$ cat config.mk
export PLATFORM = sky130hd
export DESIGN_NAME = mseq_sync_rx_flat
export DESIGN_NICKNAME = d
export VERILOG_FILES = /design/src/rtl/mseq_sync_rx_if.sv /design/src/rtl/mseq_sync_rx.sv /design/src/flat_wrapper.sv
export SDC_FILE = /design/constraint.sdc
export NUM_CORES = 1
export LEC_CHECK = 0
export CORE_ASPECT_RATIO = 1.25
export CORE_MARGIN = 4
export CORE_UTILIZATION = 55
export CTS_BUF_LIST = sky130_fd_sc_hd__clkbuf_16
export CTS_CLUSTER_DIAMETER = 50
export DETAILED_ROUTE_END_ITERATION = 8
export PLACE_DENSITY = 0.8
export SYNTH_ARGS = -nofsm -noshare
export SYNTH_HDL_FRONTEND = slang
export SYNTH_SLANG_ARGS = --single-unit
export TNS_END_PERCENT = 30
$ cat constraint.sdc
create_clock -name CLK_50MHZ -period 6.3 [get_ports CLK_50MHZ]
set_input_delay 0.945 -clock CLK_50MHZ [delete_from_list [all_inputs] [get_ports CLK_50MHZ]]
set_output_delay 0.945 -clock CLK_50MHZ [all_outputs]
set_load 0.02 [all_outputs]
$ cat src/rtl/mseq_sync_rx_if.sv
// Link bundle between the M-sequence bit source and the receive synchroniser.
// The master side drives the bit stream; the slave side reports lock, phase and errors.
interface mseq_sync_rx_if #(
    parameter int WIDTH = 4
);
    logic             sclk;
    logic             signal;
    logic             lock;
    logic [WIDTH-1:0] phase;
    logic             frame;
    logic             err_pulse;
    logic [15:0]      err_cnt;
    logic [7:0]       pos;

    modport master (
        output sclk, signal,
        input  lock, phase, frame, err_pulse, err_cnt, pos
    );

    modport slave (
        input  sclk, signal,
        output lock, phase, frame, err_pulse, err_cnt, pos
    );
endinterface

$ cat src/rtl/mseq_sync_rx.sv
// Self-synchronising M-sequence receiver: fills a local LFSR window from the line,
// acquires on consecutive correct predictions, then flywheels and reports errors and frames.
module mseq_sync_rx #(
    parameter int               WIDTH      = 4,
    parameter logic [WIDTH-1:0] TYPE_PARAM = 4'b1101,
    parameter logic [WIDTH-1:0] SEED_PARAM = 4'b0101,
    parameter int               LOCK_CNT   = 8,
    parameter int               UNLOCK_ERR = 3
) (
    input  logic          CLK_50MHZ,
    input  logic          rst_n,
    mseq_sync_rx_if.slave bus
);
    localparam int FCW = $clog2(WIDTH + 1);

    typedef enum logic [1:0] {S_FILL, S_ACQ, S_LOCK} state_t;

    state_t           r_state, w_state_nxt;
    logic [WIDTH-1:0] r_window, w_window_nxt;
    logic [FCW-1:0]   r_fill_cnt, w_fill_nxt;
    logic [7:0]       r_match_cnt, w_match_nxt;
    logic [7:0]       r_err_run, w_err_run_nxt;
    logic             r_lock, w_lock_nxt;
    logic             r_frame, w_frame_nxt;
    logic             r_err_pulse, w_err_pulse_nxt;
    logic [15:0]      r_err_cnt, w_err_cnt_nxt;
    logic [7:0]       r_pos, w_pos_nxt;

    logic             w_pred;
    logic             w_bad;
    logic [WIDTH-1:0] w_shift_sig;
    logic [WIDTH-1:0] w_shift_pred;
    logic [7:0]       w_match_inc;
    logic [7:0]       w_err_run_inc;

    // Window bit 0 is the oldest bit; new bits enter at the top.
    assign w_pred        = ^(r_window & TYPE_PARAM);
    assign w_shift_sig   = {bus.signal, r_window[WIDTH-1:1]};
    assign w_shift_pred  = {w_pred, r_window[WIDTH-1:1]};
    assign w_bad         = (bus.signal != w_pred) || (r_window == '0);
    assign w_match_inc   = r_match_cnt + 8'd1;
    assign w_err_run_inc = r_err_run + 8'd1;

    // NOTE: every next-state variable gets a default first, so no path leaves one unassigned (no latch).
    always_comb begin
        w_state_nxt     = r_state;
        w_window_nxt    = r_window;
        w_fill_nxt      = r_fill_cnt;
        w_match_nxt     = r_match_cnt;
        w_err_run_nxt   = r_err_run;
        w_lock_nxt      = r_lock;
        w_frame_nxt     = 1'b0;
        w_err_pulse_nxt = 1'b0;
        w_err_cnt_nxt   = r_err_cnt;
        w_pos_nxt       = r_pos;

        if (bus.sclk) begin
            unique case (r_state)
                S_FILL: begin
                    w_window_nxt = w_shift_sig;
                    w_fill_nxt   = r_fill_cnt + FCW'(1);
                    if (r_fill_cnt == FCW'(WIDTH - 1)) begin
                        w_state_nxt = S_ACQ;
                        w_match_nxt = 8'd0;
                    end
                end
                S_ACQ: begin
                    w_window_nxt = w_shift_sig;
                    w_match_nxt  = w_bad ? 8'd0 : w_match_inc;
                    if (!w_bad && w_match_inc == 8'(LOCK_CNT)) begin
                        w_state_nxt   = S_LOCK;
                        w_err_run_nxt = 8'd0;
                        w_pos_nxt     = 8'd0;
                        w_lock_nxt    = 1'b1;
                    end
                end
                S_LOCK: begin
                    // Flywheel on the prediction so a single line error costs exactly one error.
                    w_window_nxt  = w_shift_pred;
                    w_err_run_nxt = 8'd0;
                    if (w_bad) begin
                        w_err_pulse_nxt = 1'b1;
                        w_err_run_nxt   = w_err_run_inc;
                        if (r_err_cnt != 16'hFFFF) w_err_cnt_nxt = r_err_cnt + 16'd1;
                    end
                    if (w_bad && w_err_run_inc == 8'(UNLOCK_ERR)) begin
                        w_state_nxt   = S_FILL;
                        w_fill_nxt    = '0;
                        w_match_nxt   = 8'd0;
                        w_err_run_nxt = 8'd0;
                        w_lock_nxt    = 1'b0;
                        w_pos_nxt     = 8'd0;
                    end else if (w_shift_pred == SEED_PARAM) begin
                        w_frame_nxt = 1'b1;
                        w_pos_nxt   = 8'd0;
                    end else if (r_pos != 8'hFF) begin
                        w_pos_nxt = r_pos + 8'd1;
                    end
                end
                default: w_state_nxt = S_FILL;
            endcase
        end
    end

    // NOTE: registered state uses non-blocking assignments so all flops update together at the edge.
    always_ff @(posedge CLK_50MHZ) begin
        if (!rst_n) begin
            r_state     <= S_FILL;
            r_window    <= '0;
            r_fill_cnt  <= '0;
            r_match_cnt <= 8'd0;
            r_err_run   <= 8'd0;
            r_lock      <= 1'b0;
            r_frame     <= 1'b0;
            r_err_pulse <= 1'b0;
            r_err_cnt   <= 16'd0;
            r_pos       <= 8'd0;
        end else begin
            r_state     <= w_state_nxt;
            r_window    <= w_window_nxt;
            r_fill_cnt  <= w_fill_nxt;
            r_match_cnt <= w_match_nxt;
            r_err_run   <= w_err_run_nxt;
            r_lock      <= w_lock_nxt;
            r_frame     <= w_frame_nxt;
            r_err_pulse <= w_err_pulse_nxt;
            r_err_cnt   <= w_err_cnt_nxt;
            r_pos       <= w_pos_nxt;
        end
    end

    assign bus.lock      = r_lock;
    assign bus.phase     = r_window;
    assign bus.frame     = r_frame;
    assign bus.err_pulse = r_err_pulse;
    assign bus.err_cnt   = r_err_cnt;
    assign bus.pos       = r_pos;
endmodule

$ cat src/flat_wrapper.sv
// flat-port wrapper written by rule: the top's interface ports become plain ports
module mseq_sync_rx_flat 
#(
    parameter int               WIDTH      = 4,
    parameter logic [WIDTH-1:0] TYPE_PARAM = 4'b1101,
    parameter logic [WIDTH-1:0] SEED_PARAM = 4'b0101,
    parameter int               LOCK_CNT   = 8,
    parameter int               UNLOCK_ERR = 3
)
  (CLK_50MHZ, rst_n, bus_sclk, bus_signal, bus_lock, bus_phase, bus_frame, bus_err_pulse, bus_err_cnt, bus_pos);
  mseq_sync_rx_if #(.WIDTH(WIDTH)) bus_i ();
  input  logic CLK_50MHZ;
  input  logic rst_n;
  input wire logic [$bits(bus_i.sclk)-1:0] bus_sclk;
  input wire logic [$bits(bus_i.signal)-1:0] bus_signal;
  output wire logic [$bits(bus_i.lock)-1:0] bus_lock;
  output wire logic [$bits(bus_i.phase)-1:0] bus_phase;
  output wire logic [$bits(bus_i.frame)-1:0] bus_frame;
  output wire logic [$bits(bus_i.err_pulse)-1:0] bus_err_pulse;
  output wire logic [$bits(bus_i.err_cnt)-1:0] bus_err_cnt;
  output wire logic [$bits(bus_i.pos)-1:0] bus_pos;
  assign bus_i.sclk = bus_sclk;
  assign bus_i.signal = bus_signal;
  assign bus_lock = bus_i.lock;
  assign bus_phase = bus_i.phase;
  assign bus_frame = bus_i.frame;
  assign bus_err_pulse = bus_i.err_pulse;
  assign bus_err_cnt = bus_i.err_cnt;
  assign bus_pos = bus_i.pos;
  mseq_sync_rx #(.WIDTH(WIDTH), .TYPE_PARAM(TYPE_PARAM), .SEED_PARAM(SEED_PARAM), .LOCK_CNT(LOCK_CNT), .UNLOCK_ERR(UNLOCK_ERR)) u_core (.CLK_50MHZ(CLK_50MHZ), .rst_n(rst_n), .bus(bus_i));
endmodule
**Yosys cells after proc, flatten, opt, wreduce, memory -nomap -nowiden**

Cells that the tools add are included.

- Register bits: 52
- Input port bits: 4
- Output and inout bits: 31
- Logic and storage cells: 77

- $add $sub $neg: 5
- Equality and inequality tests: 13
- Multiplexer cells: 24
- Bitwise logic cells: 3
- Reduce and logical (&&, ||, !) cells: 22

Operators with widths:

| operator | count |
|---|---|
| 8-bit 2-to-1 mux | 9 |
| 8-bit one-hot mux with 2 select lines | 2 |
| 8-bit by 1-bit adder with 8-bit output, second input constant | 3 |
| 8-bit one-hot mux with 3 select lines | 1 |
| 4-bit AND reduction | 5 |
| 16-bit by 1-bit adder with 16-bit output, second input constant | 1 |
| 16-bit != test, second input constant | 1 |
| 3-bit AND reduction | 3 |
| 8-bit by 2-bit == test with 1-bit output, second input constant | 1 |
| 8-bit by 4-bit == test with 1-bit output, second input constant | 1 |
| 8-bit != test, second input constant | 1 |
| 4-bit one-hot mux with 2 select lines | 1 |
| 2-bit 2-to-1 mux | 3 |
| 2-bit by 1-bit != test with 1-bit output, second input constant | 3 |
| 2-bit one-hot mux with 3 select lines | 1 |
| 3-bit one-hot mux with 2 select lines | 1 |
| 2-bit nonzero test | 3 |
| 4-bit by 3-bit == test with 1-bit output, second input constant | 1 |
| 4-bit logical NOT | 1 |
| 1-bit 2-to-1 mux | 4 |
| 4-bit by 1-bit != test with 1-bit output, second input constant | 1 |
| 4-bit OR reduction | 1 |
| 4-bit parity | 1 |
| 3-bit by 1-bit adder with 3-bit output, second input constant | 1 |
| 14 further kinds | 17 |

**Depth between registers and ports, before layout**

Gate-level depths: netlist of the first run.

- Depth after elaboration: 7
- Mapped depth: 9
- Depth with buffers taken out: 8

**Worst setup path after synthesis of the first run**

OpenSTA, ideal clock, no wires.

- Kind: input to register
- From: in bus_signal
- To: reg u_core.r_pos[2], in the netlist u_core.bus.pos[2]
- Library setup time: 0.101 ns
- Arrival time: 2.479 ns
- Required time: 6.199 ns
- Setup slack: 3.720 ns
- Cell stages on the path: 6
- Path buffers: 0
- Cell sequence: xor2_1 > a211o_1 > and4_1 > a21oi_1 > nand2b_1 > o41ai_1

- Cells in the longest elaborated chain, start to end: 6
- Elaborated cells between the ends (all ways): 10
- Those cells by class: eq/ne: 3; mux: 2; reduce/logical: 5

RTL lines:

| item | line | RTL |
|---|---|---|
| from (decl) | flat_wrapper.sv:15 | `input wire logic [$bits(bus_i.signal)-1:0] bus_signal;` |
| 1-bit != test (*) | mseq_sync_rx.sv:40 | `assign w_bad = (bus.signal != w_pred) \|\| (r_window == '0);` |
| 1-bit logical OR (*) | mseq_sync_rx.sv:40 |  |
| 1-bit logical NOT | mseq_sync_rx.sv:70 | `if (!w_bad && w_match_inc == 8'(LOCK_CNT)) begin` |
| 1-bit logical AND | mseq_sync_rx.sv:70 |  |
| 2-bit by 1-bit != test with 1-bit output (no line) | n/a |  |
| 4-bit AND reduction (no line) | n/a |  |
| to (signal assigned) | mseq_sync_rx.sv:128 | `r_pos <= w_pos_nxt;` |
| to (decl) | mseq_sync_rx.sv:27 | `logic [7:0] r_pos, w_pos_nxt;` |

Mark *: on every way between the ends. The rest lies on a longest branch, timed or not.
A chain may end at the register's enable or synchronous reset.

**Worst setup path after layout of the first run**

- From: in bus_signal
- To: reg u_core.r_pos[4], in the netlist u_core.bus.pos[4]

The elaborated chain is that of the path after synthesis.

==> flow_summary_export.csv, run 1 <==
group,metric,value,unit
pwr,p_per_area,193,nW/µm²
cts,ctsRootBufferMaster,"clkbuf_16",
detailed_routing,dr.pass1.iters,4,
cts,htree_levels,2,
place,postPlaceCellArea,3390,µm²
global_route,grt_max_degree,55,
detailed_routing,routed_wl,7190,µm
global_route,grt_pass1_wl,12200,µm
place,portBuffers,34,
cts,cts_buffers,5,
timing,hold_viol_final,0,
pwr,max-vdd-ir-drop,0.135,mV
cells_and_area,antenna_cells,0,
floorplanning,die_w,74.4,µm
cells_and_area,final_cell_count_no_fill,453,
place,place.gp.congestion,0.809,
cts,post-cts-setup-buffer-count,0,
floorplanning,rows,29,
cells_and_area,final_cell_mix,"dfxtp_1 (52), nor2_1 (35), clkdlybuf4s50_1 (34), nand2_1 (29)",
cts,cts_hold_buf,0,
synthesis,synth_ff_type,"dfxtp_1",
critical_path,required,6.48,ns
global_route,gr-usage-all-layers,22.0,%
detailed_routing,drtIter0Drc,136,
detailed_routing,drc_errors,0,
cts,cts.clk_slew.worst_paths,0.07,ns
timing,fin_skew,0.00772,ns
synthesis,synthDistinctLibCells,51,
critical_path,crit_fanout,8,
synthesis,syn-instance-count,365,
timing,drv_slew,0,
place,dp_cells,445,
cts,clk_path_buf_depth,2,
detailed_routing,dr_total_vias,2840,
cells_and_area,nNetsFinal,408,
timing,fin_crit_sh,50.7,%
hold_path,hp-class,"reg2reg",
critical_path,cp-end-kind,"flop",
timing,tns,0,ns
timing,holdWs,0.466,ns
timing,fmax,313,MHz
critical_path,critical_path_arrival,3.37,ns
cells_and_area,multi_input_area,1860,µm²
cells_and_area,final_cell_area,3560,µm²
global_route,antenna_found_initial,0,
timing,tightestPinTransition,0.967,ns
global_route,gr-total-overflow,0,
cells_and_area,drive_gt1_share,4.60,%
status,status,"completed",
cts,cts_tree,"yes",
pwr,leakagePower,1.20,nW
floorplanning,core_area,5190,µm²
cells_and_area,final_common_cell,"dfxtp_1",
critical_path,crit_buf_inv,1,
floorplanning,fp.dieArea,6760,µm²
detailed_routing,wl_per_cell,15.9,µm
critical_path,worstSetupStartpointType,"primary input",
critical_path,cpPeakStageDelay,0.48,ns
synthesis,yosysSeqAreaShare,34.4,%
critical_path,critical_path_class,"in2reg",
place,hpwlAfterDp,4990,µm
cts,cts.sinks,52,
synthesis,synth_nets,383,
cells_and_area,seqCellArea,1040,µm²
synthesis,synth-seq-cells,52,
detailed_routing,via_per_inst,6.27,
run,drv_cap,0,
critical_path,slowest_stage,"a21oi_1",
floorplanning,ios,35,
timing,slew_headroom,35.2,%
cells_and_area,final_core_util,68.6,%
floorplanning,die_y,90.9,µm
synthesis,syn-cell-area,3030,µm²
cells_and_area,syn_to_final_growth,17.6,%
cts,cts_resized,0,
cells_and_area,fillers,423,
synthesis,yosysWarnings,0,
timing,grt_setup_unrepaired,"no",
critical_path,crit_chain,"clkdlybuf4s50_1 -> xor2_1 -> a211o_1 -> and4_1 -> a21oi_1 -> nand2b_1 -> o41ai_1",
floorplanning,initial_utilization,58.3,%
critical_path,cp_top_family,"compound AO/OA/AOI/OAI gates",
timing,setup_viol,0,
synthesis,synth_area_per_cell,8.29,µm²
synthesis,async_reset_ff_share,0,%
detailed_routing,ant_nets,0,
global_route,grt_pass1_vias,2675,
cts,clk_latency,0.30,ns
synthesis,synth_edf_count,0,
timing,period_needed,3.19,ns
cells in the mapped netlist (2+ instances only):
library cell  instances  area, µm²
a21oi_1              13       65.1
xnor2_1              19        166
o311ai_0              2       17.5
a211o_1               3       26.3
and4_1                5       43.8
and3_1               12       75.1
or4_1                 2       15.0
nand2b_1              5       31.3
o21ai_0              10       50.1
buf_1                 2       7.51
a32oi_1               9       78.8
ha_1                 14        175
inv_1                15       56.3
nand2_1              29        109
nand4_1              14       87.6
xor2_1                2       17.5
nand3_1              19       95.1
or3_1                 3       18.8
o41ai_1               6       52.6
a31oi_1               3       18.8
nor3_1                7       35.0
dfxtp_1              52       1040
and2_1                2       12.5
clkbuf_1             13       48.8
mux2i_1               6       60.1
nor2b_1               2       12.5
o211ai_1              9       67.6
o21ai_1               6       30.0
o22ai_1               5       31.3
nor2_1               35        131
nor4_1                7       43.8
buf_2                 3       15.0
nor4b_1               3       26.3
o31ai_1               4       30.0
nand3b_1              8       60.1
metrics by stage:
stage,setup WS [ns],power (mW)
2_1_floorplan,3.72,0.365
3_3_place_gp,2.98,0.374
3_5_place_dp,2.89,0.375
4_1_cts,3.15,0.688
5_1_grt,2.87,0.709
6_report,3.11,0.686
sequential cells by signal, summed over array words and instances (netlist names):
name and cells:
u_core.r_err_run 8, u_core.bus.phase 4, u_core.bus.lock 1, u_core.r_fill_cnt 3, u_core.bus.err_pulse 1, u_core.bus.pos 8, u_core.bus.err_cnt 16, u_core.bus.frame 1
u_core.r_state 2, u_core.r_match_cnt 8
per-layer routing:
metal	GRT usage [%]	up-vias	wire [µm]
li1	-	1419	-
met1	26.9	1318	3080
met2	35.9	85	3580
met3	5.86	18	364
met4	9.35	0	160
met5	0	-	0
layout make-up:
| type | count | area share (%) |
|---|---|---|
| clock buffers | 5 | 3.51 |
| well taps | 62 | 2.18 |
| clock inverters | 3 | 1.30 |
| repair buffers | 36 | 9.98 |
| multi-input cells | 280 | 52.2 |
| flip-flops and latches | 52 | 29.2 |
| inverters | 15 | 1.58 |
worst register-to-register path, delay by kind of cell, from the launching register on:
kind / cells / cell delay (ns)
flops: 1 / 0.38
fa+ha+maj: 1 / 0.32
simple gates: 2 / 0.55
compound gates: 3 / 1.24
buf+inv: 1 / 0.08
xor+xnor: 1 / 0.19
power by group:
group | leakage (nW) | internal, mW | switching, mW | total (mW)
sequential | 0.419 | 0.331 | 0.00198 | 0.333
clock | 0.0804 | 0.189 | 0.129 | 0.318
combinational | 0.699 | 0.0115 | 0.0241 | 0.0357
total | 1.20 | 0.531 | 0.155 | 0.686
cell families (layout without fill, tap and decap cells):
kind of cell,count (synthesis),in the layout,share of synthesized area (%)
AOI/OAI and AO/OA,79,79,18.8
muxes,6,6,1.98
and+or+nand+nor,160,160,28.8
buffers and inverters,33,59,4.22
DFF,52,52,34.4
adders and majority gates,14,14,5.79
xor gates and xnor gates,21,21,6.08
final timing paths:
| check | startpoint | end | slack, ns | depth (start not counted) |
|---|---|---|---|---|
| setup / recovery | bus_signal | u_core.bus.pos[4] | 3.11 | 7 |
| setup reg to reg | u_core.bus.phase[3] | u_core.bus.pos[4] | 3.43 | 8 |
| hold / removal | u_core.r_fill_cnt[2] | u_core.r_fill_cnt[2] | 0.47 | 2 |
| hold reg to reg | u_core.r_fill_cnt[2] | u_core.r_fill_cnt[2] | 0.47 | 2 |
No activity file was read; power rests on OpenSTA's default activity.
==> run 2: changes to the inputs <==
--- a/config.mk
+++ b/config.mk
@@ -7,11 +7,11 @@
 export LEC_CHECK = 0
 export CORE_ASPECT_RATIO = 1.25
 export CORE_MARGIN = 4
-export CORE_UTILIZATION = 55
+export CORE_UTILIZATION = 51
 export CTS_BUF_LIST = sky130_fd_sc_hd__clkbuf_16
 export CTS_CLUSTER_DIAMETER = 50
 export DETAILED_ROUTE_END_ITERATION = 8
-export PLACE_DENSITY = 0.8
+export PLACE_DENSITY = 0.78
 export SYNTH_ARGS = -nofsm -noshare
 export SYNTH_HDL_FRONTEND = slang
 export SYNTH_SLANG_ARGS = --single-unit
==> constraint.sdc (replaced) <==
create_clock -name CLK_50MHZ -period 2.8 [get_ports CLK_50MHZ]
set_input_delay 0.42 -clock CLK_50MHZ [delete_from_list [all_inputs] [get_ports CLK_50MHZ]]
set_output_delay 0.42 -clock CLK_50MHZ [all_outputs]
set_load 0.02 [all_outputs]
==> run 2 against run 1 <==
Clock skew down 0.0029 ns. Via count is the same. Critical path type is now reg2reg. Total power increased by 120%. Sequential cell count did not move.
==> flow_summary_export.csv, run 2 (synthesis gave the netlist of run 1 again) <==
group,metric,value,unit
critical_path,critical_path_class,"reg2reg",
critical_path,timing.rr.end,"u_core.r_match_cnt[0]",
critical_path,crit_chain,"nand3_1 -> or4b_4 -> a22oi_4 -> a41oi_2 -> or4_1 -> o31ai_1",
critical_path,slowest_stage,"or4_1",
cts,cts.clk_slew.worst_paths,0.07,ns
place,portBuffers,34,
critical_path,rrSetupSlack,0.26,ns
cells_and_area,nNetsFinal,415,
place,postPlaceCellArea,3450,µm²
cells_and_area,drive_gt1_share,6.28,%
critical_path,worstSetupStartpointType,"flop",
pwr,p_comb_share,5.4,%
critical_path,cp-end-kind,"flop",
global_route,grt_pass1_wl,12300,µm
global_route,grt_max_degree,54,
detailed_routing,drc_errors,0,
pwr,p_int,1.19,mW
critical_path,cpPeakStageDelay,0.64,ns
floorplanning,die_w,76.9,µm
cts,clk_path_buf_depth,2,
detailed_routing,dr_total_vias,2840,
timing,fmax,394,MHz
critical_path,cp_top_family,"simple AND/OR/NAND/NOR gates",
cells_and_area,final_cell_mix,"dfxtp_1 (52), nor2_1 (35), clkdlybuf4s50_1 (34), nand2_1 (29)",
cts,post-cts-setup-buffer-count,0,
floorplanning,fp.dieArea,7240,µm²
global_route,antenna_found_initial,0,
timing,slew_headroom,66.3,%
hold_path,hp-class,"reg2reg",
timing,fin_crit_sh,90.6,%
detailed_routing,wl_per_cell,15.6,µm
cells_and_area,antenna_cells,0,
cells_and_area,final_cell_area,3610,µm²
critical_path,critical_path_arrival,2.73,ns
cts,cts_tree,"yes",
timing,period_needed,2.54,ns
floorplanning,ios,35,
pwr,power.share.switching,21.3,%
timing,hold_viol_final,0,
global_route,gr-usage-all-layers,20.5,%
critical_path,r2r_start,"u_core.r_err_run[2]",
critical_path,critical_path_depth,6,
detailed_routing,dr.pass1.iters,4,
pwr,p_per_area,419,nW/µm²
floorplanning,die_y,94.1,µm
pwr,max-vdd-ir-drop,0.267,mV
critical_path,required,3.00,ns
floorplanning,initial_utilization,52.4,%
cts,ctsRootBufferMaster,"clkbuf_16",
cts,cts.sinks,52,
pwr,clkPwrFrac,45.2,%
cells_and_area,syn_to_final_growth,19.4,%
floorplanning,core_area,5780,µm²
detailed_routing,routed_wl,7230,µm
timing,setup_viol,0,
timing,tns,0,ns
cts,clk_latency,0.29,ns
pwr,power.switching,323,µW
timing,grt_setup_unrepaired,"no",
global_route,gr-total-overflow,0,
critical_path,r2r.worst_path.cells,6,
global_route,grt_pass1_vias,2661,
detailed_routing,ant_nets,0,
timing,tightestPinTransition,0.505,ns
detailed_routing,via_per_inst,6.12,
cts,cts_resized,0,
cts,cts_buffers,5,
pwr,leakagePower,1.23,nW
critical_path,crit_fanout,8,
run,drv_cap,0,
critical_path,critPathLaunch,"u_core.r_err_run[2]",
timing,drv_slew,0,
floorplanning,rows,31,
cells_and_area,multi_input_area,1860,µm²
place,hpwlAfterDp,5020,µm
critical_path,crit_buf_inv,0,
cells_and_area,largest_reg_flops,16,
pwr,power,1.52,mW
cells_and_area,final_common_cell,"dfxtp_1",
cts,htree_levels,2,
cts,cts_hold_buf,0,
detailed_routing,drtIter0Drc,340,
cells_and_area,fillers,502,
critical_path,cp-endpoint,"u_core.r_match_cnt[0]",
pwr,pwr-share-seq,49.4,%
cells_and_area,seqCellArea,1040,µm²
status,status,"completed",
timing,fin_skew,0.00487,ns
place,place.gp.congestion,0.835,
run 2: area by class of cell:
class,instances,share of cell area (%)
Clock buffer,5,3.46
Clock inverter,3,1.18
Inverter,15,1.56
Multi-Input combinational cell,280,51.4
Sequential cell,52,28.8
Tap cell,66,2.29
Timing Repair Buffer,43,11.3
run 2: how the worst min path moves through the flow:
stage,startpoint,end,cells past startpoint
3_3_place_gp,u_core.r_fill_cnt[1],u_core.r_fill_cnt[1],2
4_1_cts,u_core.r_fill_cnt[1],u_core.r_fill_cnt[1],2
3_5_place_dp,u_core.r_fill_cnt[1],u_core.r_fill_cnt[1],2
5_1_grt,u_core.r_fill_cnt[1],u_core.r_fill_cnt[1],2
2_1_floorplan,u_core.r_fill_cnt[1],u_core.r_fill_cnt[1],2
6_report,u_core.r_fill_cnt[1],u_core.r_fill_cnt[1],2
run 2: per-layer routing:
layer / track usage (%) / part of all wire (%) / vias to the layer above
met5: 0 / 0 / -
met4: 7.40 / 1.9 / 0
met3: 4.32 / 4.2 / 11
met2: 34.5 / 49 / 68
met1: 25.7 / 45 / 1335
li1: - / - / 1426
run 2: tightest hold or removal path, stage by stage, from the launching register on:
cell and delay (ns):
dfxtp_1 0.31, inv_1 0.05, o22ai_1 0.05
run 2: stage by stage:
| step | setup WS [ns] | hold slack [ns] | util (%) | instances |
|---|---|---|---|---|
| 2_1_floorplan | 0.259 | 0.433 | - | 365 |
| 3_3_place_gp | 0.226 | 0.444 | 59.6 | 456 |
| 3_5_place_dp | 0.171 | 0.452 | 59.6 | 456 |
| 4_1_cts | 0.270 | 0.462 | 62.5 | 464 |
| 5_1_grt | 0.0879 | 0.486 | 62.5 | 464 |
| 6_report | 0.264 | 0.462 | 62.5 | 464 |
run 2: power groups by stage:
stage	combinational (mW)	clock (mW)	sequential, mW
5_1_grt	0.0912	0.730	0.749
6_report	0.0819	0.684	0.749
2_1_floorplan	0.0549	0	0.767
4_1_cts	0.0823	0.700	0.749
3_5_place_dp	0.0814	0	0.766
3_3_place_gp	0.0798	0	0.766
==> run 3: changes to the inputs <==
--- a/config.mk
+++ b/config.mk
@@ -11,7 +11,9 @@
 export CTS_BUF_LIST = sky130_fd_sc_hd__clkbuf_16
 export CTS_CLUSTER_DIAMETER = 50
 export DETAILED_ROUTE_END_ITERATION = 8
+export GPL_ROUTABILITY_DRIVEN = 1
 export PLACE_DENSITY = 0.78
+export SETUP_SLACK_MARGIN = 0.02
 export SYNTH_ARGS = -nofsm -noshare
 export SYNTH_HDL_FRONTEND = slang
 export SYNTH_SLANG_ARGS = --single-unit
==> results of run 3 <==
The final DEF is identical to that of run 2; final timing and power are the same.
